**src/rtl/axi4lite_reg_bridge_pkg.sv**
```systemverilog
// Shared response codes, FSM state encoding and timeout counter width for axi4lite_reg_bridge.
package axi4lite_reg_bridge_pkg;

  localparam logic [1:0] RespOkay   = 2'b00;
  localparam logic [1:0] RespSlvErr = 2'b10;

  localparam int unsigned TimeoutW = 8;

  typedef enum logic [1:0] {
    StIdle = 2'd0,
    StReq  = 2'd1,
    StWait = 2'd2,
    StResp = 2'd3
  } state_e;

endpackage

```
**src/rtl/axi4lite_reg_bridge.sv**
```systemverilog
// AXI4-Lite slave bridging single-beat transactions onto a request/ack register bus.
// Optional request timeout enabled by defining AXI4LITE_BRIDGE_TIMEOUT_EN.
module axi4lite_reg_bridge
  import axi4lite_reg_bridge_pkg::*;
#(
  parameter int unsigned TIMEOUT_CYCLES = 255
) (
  input  logic        clk_i,
  input  logic        rst_i,
  input  logic        inport_awvalid_i,
  input  logic [31:0] inport_awaddr_i,
  input  logic        inport_wvalid_i,
  input  logic [31:0] inport_wdata_i,
  input  logic [3:0]  inport_wstrb_i,
  input  logic        inport_bready_i,
  input  logic        inport_arvalid_i,
  input  logic [31:0] inport_araddr_i,
  input  logic        inport_rready_i,
  output logic        inport_awready_o,
  output logic        inport_wready_o,
  output logic        inport_bvalid_o,
  output logic [1:0]  inport_bresp_o,
  output logic        inport_arready_o,
  output logic        inport_rvalid_o,
  output logic [31:0] inport_rdata_o,
  output logic [1:0]  inport_rresp_o,
  output logic [31:0] outport_addr_o,
  output logic [31:0] outport_data_wr_o,
  output logic [3:0]  outport_wr_o,
  output logic        outport_rd_o,
  input  logic        outport_accept_i,
  input  logic        outport_ack_i,
  input  logic        outport_error_i,
  input  logic [31:0] outport_data_rd_i
);

  state_e      state_q, state_d;
  logic        prio_rd_q, prio_rd_d;
  logic        is_wr_q, is_wr_d;
  logic [31:0] addr_q, addr_d;
  logic [31:0] wdata_q, wdata_d;
  logic [3:0]  strb_q, strb_d;
  logic [1:0]  resp_q, resp_d;
  logic [31:0] rdata_q, rdata_d;

  logic wr_elig;
  logic grant_wr;
  logic grant_rd;
  logic timeout;

  // Byte offset within the word is dropped on the register bus.
  logic unused_addr_lsbs;
  assign unused_addr_lsbs = ^{inport_awaddr_i[1:0], inport_araddr_i[1:0]};

`ifdef AXI4LITE_BRIDGE_TIMEOUT_EN
  localparam logic [TimeoutW-1:0] TimeoutLimit = TimeoutW'(TIMEOUT_CYCLES);

  logic [TimeoutW-1:0] tmo_cnt_q, tmo_cnt_d;
  logic                busy;

  assign busy = (state_q == StReq) || (state_q == StWait);

  // REQ is only ever entered from IDLE, so clearing in IDLE starts each request at zero.
  always_comb begin
    tmo_cnt_d = tmo_cnt_q;
    if (state_q == StIdle) begin
      tmo_cnt_d = '0;
    end else if (busy) begin
      tmo_cnt_d = tmo_cnt_q + 1'b1;
    end
  end

  assign timeout = busy && (TimeoutW'(tmo_cnt_q + 1'b1) == TimeoutLimit);

  always_ff @(posedge clk_i) begin
    if (rst_i) begin
      tmo_cnt_q <= '0;
    end else begin
      tmo_cnt_q <= tmo_cnt_d;
    end
  end
`else
  logic unused_timeout_cfg;
  assign unused_timeout_cfg = ^TIMEOUT_CYCLES;
  assign timeout = 1'b0;
`endif

  always_comb begin
    wr_elig  = inport_awvalid_i & inport_wvalid_i;
    grant_wr = 1'b0;
    grant_rd = 1'b0;
    if (state_q == StIdle) begin
      if (wr_elig && inport_arvalid_i) begin
        grant_rd = prio_rd_q;
        grant_wr = ~prio_rd_q;
      end else begin
        grant_wr = wr_elig;
        grant_rd = inport_arvalid_i;
      end
    end
  end

  always_comb begin
    state_d   = state_q;
    prio_rd_d = prio_rd_q;
    is_wr_d   = is_wr_q;
    addr_d    = addr_q;
    wdata_d   = wdata_q;
    strb_d    = strb_q;
    resp_d    = resp_q;
    rdata_d   = rdata_q;
    unique case (state_q)
      StIdle: begin
        if (grant_wr) begin
          prio_rd_d = ~prio_rd_q;
          is_wr_d   = 1'b1;
          addr_d    = {inport_awaddr_i[31:2], 2'b00};
          wdata_d   = inport_wdata_i;
          strb_d    = inport_wstrb_i;
          resp_d    = RespOkay;
          rdata_d   = '0;
          // An all-zero strobe write has nothing to tell the peripheral.
          state_d   = (inport_wstrb_i == 4'h0) ? StResp : StReq;
        end else if (grant_rd) begin
          prio_rd_d = ~prio_rd_q;
          is_wr_d   = 1'b0;
          addr_d    = {inport_araddr_i[31:2], 2'b00};
          wdata_d   = '0;
          strb_d    = '0;
          resp_d    = RespOkay;
          rdata_d   = '0;
          state_d   = StReq;
        end
      end
      StReq, StWait: begin
        if (outport_ack_i && (outport_accept_i || (state_q == StWait))) begin
          resp_d  = outport_error_i ? RespSlvErr : RespOkay;
          rdata_d = is_wr_q ? '0 : outport_data_rd_i;
          state_d = StResp;
        end else if (timeout) begin
          resp_d  = RespSlvErr;
          rdata_d = '0;
          state_d = StResp;
        end else if (outport_accept_i && (state_q == StReq)) begin
          state_d = StWait;
        end
      end
      StResp: begin
        if ((is_wr_q && inport_bready_i) || (!is_wr_q && inport_rready_i)) begin
          state_d = StIdle;
        end
      end
      default: state_d = StIdle;
    endcase
  end

  always_ff @(posedge clk_i) begin
    if (rst_i) begin
      state_q   <= StIdle;
      prio_rd_q <= 1'b1;
    end else begin
      state_q   <= state_d;
      prio_rd_q <= prio_rd_d;
    end
  end

  always_ff @(posedge clk_i) begin
    if (rst_i) begin
      is_wr_q <= 1'b0;
      addr_q  <= '0;
      wdata_q <= '0;
      strb_q  <= '0;
      resp_q  <= RespOkay;
      rdata_q <= '0;
    end else begin
      is_wr_q <= is_wr_d;
      addr_q  <= addr_d;
      wdata_q <= wdata_d;
      strb_q  <= strb_d;
      resp_q  <= resp_d;
      rdata_q <= rdata_d;
    end
  end

  assign inport_awready_o  = grant_wr;
  assign inport_wready_o   = grant_wr;
  assign inport_arready_o  = grant_rd;

  assign inport_bvalid_o   = (state_q == StResp) && is_wr_q;
  assign inport_rvalid_o   = (state_q == StResp) && !is_wr_q;
  assign inport_bresp_o    = inport_bvalid_o ? resp_q : RespOkay;
  assign inport_rresp_o    = inport_rvalid_o ? resp_q : RespOkay;
  assign inport_rdata_o    = inport_rvalid_o ? rdata_q : '0;

  assign outport_addr_o    = addr_q;
  assign outport_data_wr_o = wdata_q;
  assign outport_wr_o      = ((state_q == StReq) && is_wr_q) ? strb_q : 4'h0;
  assign outport_rd_o      = (state_q == StReq) && !is_wr_q;

endmodule

```
**config.mk**
```make
export PLATFORM = sky130hd
export DESIGN_NAME = axi4lite_reg_bridge
export DESIGN_NICKNAME = d
export VERILOG_FILES = /design/src/rtl/axi4lite_reg_bridge_pkg.sv /design/src/rtl/axi4lite_reg_bridge.sv
export SDC_FILE = /design/constraint.sdc
export NUM_CORES = 1
export LEC_CHECK = 0
export ABC_AREA = 1
export CELL_PAD_IN_SITES_DETAIL_PLACEMENT = 0
export CELL_PAD_IN_SITES_GLOBAL_PLACEMENT = 2
export CORE_MARGIN = 4
export CORE_UTILIZATION = 18
export CTS_BUF_LIST = sky130_fd_sc_hd__clkbuf_4 sky130_fd_sc_hd__clkbuf_8
export DETAILED_ROUTE_END_ITERATION = 6
export PLACE_DENSITY_LB_ADDON = 0.08
export SKIP_CTS_REPAIR_TIMING = 1
export SLEW_MARGIN = 0
export SYNTH_ARGS = -nofsm -noshare
export SYNTH_HDL_FRONTEND = slang
export SYNTH_SLANG_ARGS = --single-unit
```
**constraint.sdc**
```tcl
create_clock -name clk_i -period 1.49 [get_ports clk_i]
set_clock_uncertainty 0.05 [all_clocks]
set_input_delay 0.2235 -clock clk_i [delete_from_list [all_inputs] [get_ports clk_i]]
set_output_delay 0.2235 -clock clk_i [all_outputs]
set_load 0.02 [all_outputs]
```
# Word-level counts from Yosys, hierarchy flattened
# Index checks and enable logic that the tools add are counted.
[totals]
word_cells = 71
in_bits = 142
out_inout_bits = 110
reg_bits = 106
[op_classes]
n_bitwise = 2
n_mux = 34
n_eq_ne = 7
reduce_logical = 20
[op_table]
columns = ["cell", "n"]
rows = [
  ["two-way mux 32 bit", 8],
  ["one-hot mux 32 bit (2 select lines)", 1],
  ["two-way mux 2 bit", 12],
  ["two-way mux 4 bit", 3],
  ["logical AND 1 bit", 9],
  ["two-way mux 1 bit", 8],
  ["inequality test 3 bit, second input constant", 2],
  ["one-hot mux 2 bit (3 select lines)", 1],
  ["AND reduction 3 bit", 2],
  ["equality test 2 bit, second input constant", 2],
  ["logical NOT 4 bit", 1],
  ["inequality test 2 bit, second input constant", 2],
  ["one-hot mux 2 bit (2 select lines)", 1],
  ["nonzero test 2 bit", 2],
  ["equality test 2 x 1 -> 1 bit, second input constant", 1],
  ["logical NOT 2 bit", 1],
  ["logical OR 1 bit", 2],
  ["AND reduction 2 bit", 1],
  ["OR reduction 2 bit", 1],
  ["AND 1 bit", 1],
  ["logical NOT 1 bit", 1],
  ["NOT 1 bit", 1],
]

# Logic depth before layout (Yosys ltp)
[logic_depth]
word_depth = 7
depth_mapped = 11
ltp_nobuf = 10

# Least setup slack after synthesis
# Ideal clock, no wire load.
[synth_path]
path_type = "reg-to-output"
from = "register state_q[0]"
to = "output port inport_rdata_o[10]"
path_stages_with_launch = 7
t_arrival_ns = 1.592
n_path_buf = 1
required_ns = 1.217
slack_ns = -0.375
cell_sequence = "dfxtp_1 > ha_1 > inv_1 > nor2_1 > inv_1 > buf_1 > nor2_1"
[synth_via]
elab_chain_cells = 3
[synth_lines]
columns = ["item", "line", "source"]
rows = [
  ["from (decl)", "axi4lite_reg_bridge.sv:37", "state_e state_q, state_d;"],
  ["from (signal assigned)", "axi4lite_reg_bridge.sv:159", "state_q <= StIdle;"],
  ["from (signal assigned)", "axi4lite_reg_bridge.sv:162", "state_q <= state_d;"],
  ["equality test 2 bit", "axi4lite_reg_bridge.sv:190", "assign inport_rvalid_o = (state_q == StResp) && !is_wr_q;"],
  ["logical AND 1 bit", "axi4lite_reg_bridge.sv:190", ""],
  ["net inport_rvalid_o", "axi4lite_reg_bridge.sv:24", "output logic inport_rvalid_o,"],
  ["two-way mux 32 bit", "axi4lite_reg_bridge.sv:193", "assign inport_rdata_o = inport_rvalid_o ? rdata_q : '0;"],
  ["to (decl)", "axi4lite_reg_bridge.sv:25", "output logic [31:0] inport_rdata_o,"],
]
# The timed path passes the listed nets, and every way through them passes these cells.

# Final worst setup path
[layout_path]
from = "register state_q[1]"
to = "output port inport_rdata_o[24]"
[layout_via]
elab_chain_cells = 3
[layout_lines]
columns = ["item", "line"]
rows = [
  ["equality test 2 bit", "axi4lite_reg_bridge.sv:190"],
  ["logical AND 1 bit", "axi4lite_reg_bridge.sv:190"],
  ["two-way mux 32 bit", "axi4lite_reg_bridge.sv:193"],
]
# Every way passes these cells.

==> results.toml <==
[floorplanning]
chipWidth_um = 169
core_area_sq_um = 25400
die_h_um = 169
num_rows = 58
dieArea_sq_um = 28600
ioPinCount = 252
start_util_pct = 18.4

[setup_path]
reg2reg_slack_ps = -390
crit_buf_inv = 4
r2r_cells = 13
critPathMaxStageDelay_ps = 360
cp_data_arrival_time_ps = 1620
r2r_start = "state_q[1]"
crit_type = "flip-flop to output pin"
reg2reg_to = "rdata_q[22]"
path_cells = "ha_2 -> inv_1 -> nor2_4 -> inv_6 -> buf_12 -> nor2_4 -> buf_4"
crit_slowest_cell = "dfxtp_2"
path_max_fanout = 12
cp_common_cell = "nor2_4"
cp_data_required_time_ps = 1220
crit_path_end_kind = "output pin"
start_kind = "flip-flop"
crit_family = "buffers and inverters"

[finish]
final_cell_mix = "167 x nand2_1, 136 x clkdlybuf4s50_1, 100 x dfxtp_1"
fin_nets = 1142
fill_cells = 2606
drive_gt1_share_pct = 36.4
finalNonFillerCells = 1330
multi_input_area_sq_um = 3260
final_common_cell = "nand2_1"
areaGrowthSynthToFinish_pct = 111
regArea_sq_um = 2070
antenna_cells = 0
fin_area_sq_um = 9880

[timing]
holdWs_ps = 202
slew_violations = 0
hold_violations = 0
period_needed_ps = 1900
period_share_pct = 127
setup_ws_ps = -407
worst_pin_slew_ps = 799
slew_headroom_pct = 46.8
finalSetupViolations = 147
max_freq_mhz = 527
rsz0062_at_grt = "true"

[detailed_routing]
routedWlPerCell_um = 15.6
drc = 0
drt_iter0_drc = 129
firstDrtPassIters = 4
detail-route-antenna-nets = 0
vias = 5376
routed_via_density = 4.04
postRouteWirelength_um = 20700

[pwr]
peakVddDrop_uv = 588
switchingPower_w = 0.00624
p_leak_nw = 5.04
p_clk_share_pct = 12.7
switching_share_pct = 43.3
internal_power_w = 0.00817
combinationalPowerShare_pct = 62.1
powerDensity_nw_per_um2 = 1460
seq_power_share_pct = 25.2

[clock_tree]
htree_levels = 3
numClockSinks = 103
cts.path.max_buffers = 2
cts-root-buf = "clkbuf_8"
numCtsBuffers = 9
clk_latency_ps = 380
cts_tree = "yes"
clkTransAtPathRegs_ps = 110

[run_status]
status = "complete, but fails checks"
violations = "negative setup slack"

[global_route]
grt-ovfl-total = 0
grt_max_degree = 56
antenna_found_initial = 0
grt_pass1_wl_um = 27900
first_global_vias = 5139
grt_util_all_layers_pct = 12.2

[placement]
placedCellCount = 1276
dp_hpwl_um = 14100
port-buffer-count = 243
place_ws_ps = -488
placed_area_sq_um = 7930
place_congestion = 0.757

[worst_hold_path]
hp-class = "input pin to flip-flop"
worstHoldStart = "rst_i"
whs_endpoint = "strb_q[0]"
hold_path_depth = 3

[synthesis]
avgSynthCellArea_sq_um = 6.62
ys_types = 23
synthTopCellsByArea = "dfxtp_1 44%, nand2_1 19%, a21oi_1 11%"
yosys.area.top_type = "dfxtp_1"
yosys_warnings = 0
synth_top_area_share_pct = 44.1
synth-seq-area-share_pct = 44.1
synth-seq-cells = 103
synth_area_sq_um = 4680
synthCells = 707

[run]
maxCapViolCount = 0
[registers in the layout, indices dropped and copies added, names as in the netlist]
register,flops
is_wr_q,1
outport_addr_o,30
outport_data_wr_o,32
prio_rd_q,1
rdata_q,32
resp_q,1
state_q,2
strb_q,4
[cell usage after synthesis]
library cell and instances:
o21ai_0 2, o22ai_1 1, conb_1 1, nand3_1 28, buf_2 19, buf_4 14
a21oi_1 100, nand3b_1 2, buf_6 4, a211oi_1 1, inv_1 49, nand4_2 1
nand2_2 3, nand3_2 1, nor2_1 113, nor2_2 1, ha_1 5, nand2_1 243
buf_1 4, inv_2 2, dfxtp_1 103, clkbuf_1 9, clkinv_1 1
[cells by family (layout without fill, tap and decap cells)]
family / Yosys count / in the layout / share of synthesized area, %
and+or+nand+nor: 392 / 392 / 32.9
AOI/OAI and AO/OA: 104 / 104 / 11.2
DFF: 103 / 103 / 44.1
buffers and inverters: 102 / 392 / 10.5
adders and majority gates: 5 / 5 / 1.34
other: 1 / 4 / 0.0801
[per-stage QoR]
step	power (W)	util [%]	setup TNS, ps
5_1_grt	0.0155	38.9	-55880
2_1_floorplan	0.00747	-	0
6_report	0.0144	38.9	-44990
4_1_cts	0.0117	32.0	-77820
3_3_place_gp	0.00975	31.2	-48720
3_5_place_dp	0.00981	31.2	-52210
[area by class of cell]
type | count | area share, %
timing repair inverter | 1 | 0.165
clock inverter | 7 | 0.759
sequential | 103 | 20.9
inverter | 52 | 2.35
clock buffer | 9 | 1.25
multi-input combinational | 505 | 33.0
timing repair buffer | 323 | 37.4
tap | 330 | 4.18
[worst max path at each step]
stage / start / end / slack [ps] / cells past startpoint
after floorplan: state_q[0] / outport_addr_o[27] / 10 / 11
after global placement: inport_awvalid_i / inport_wready_o / -470 / 4
after detailed placement: inport_awvalid_i / inport_wready_o / -490 / 4
after CTS: state_q[1] / inport_rdata_o[31] / -890 / 7
after global routing: state_q[0] / rdata_q[6] / -490 / 13
final: state_q[1] / inport_rdata_o[24] / -410 / 7
[power groups by stage]
stage	Combinational, W	Clock [W]	Sequential [W]
6_report	0.00894	0.00182	0.00364
5_1_grt	0.00976	0.00203	0.00370
4_1_cts	0.00620	0.00194	0.00357
3_5_place_dp	0.00618	0	0.00362
3_3_place_gp	0.00613	0	0.00362
2_1_floorplan	0.00357	0	0.00389
[routing by layer]
layer	track usage [%]	part of all wire, %
met1	15.4	45
met2	20.7	48
met3	3.33	5.8
met4	3.26	0.83
met5	0	0
[worst register-to-register path: cells and delay by family (launching register included)]
kind / cells / cell delay (ps)
buf+inv: 7 / 710
flops: 1 / 360
simple gates: 5 / 480
fa+ha+maj: 1 / 260
Power figures use the tool's default switching activity.
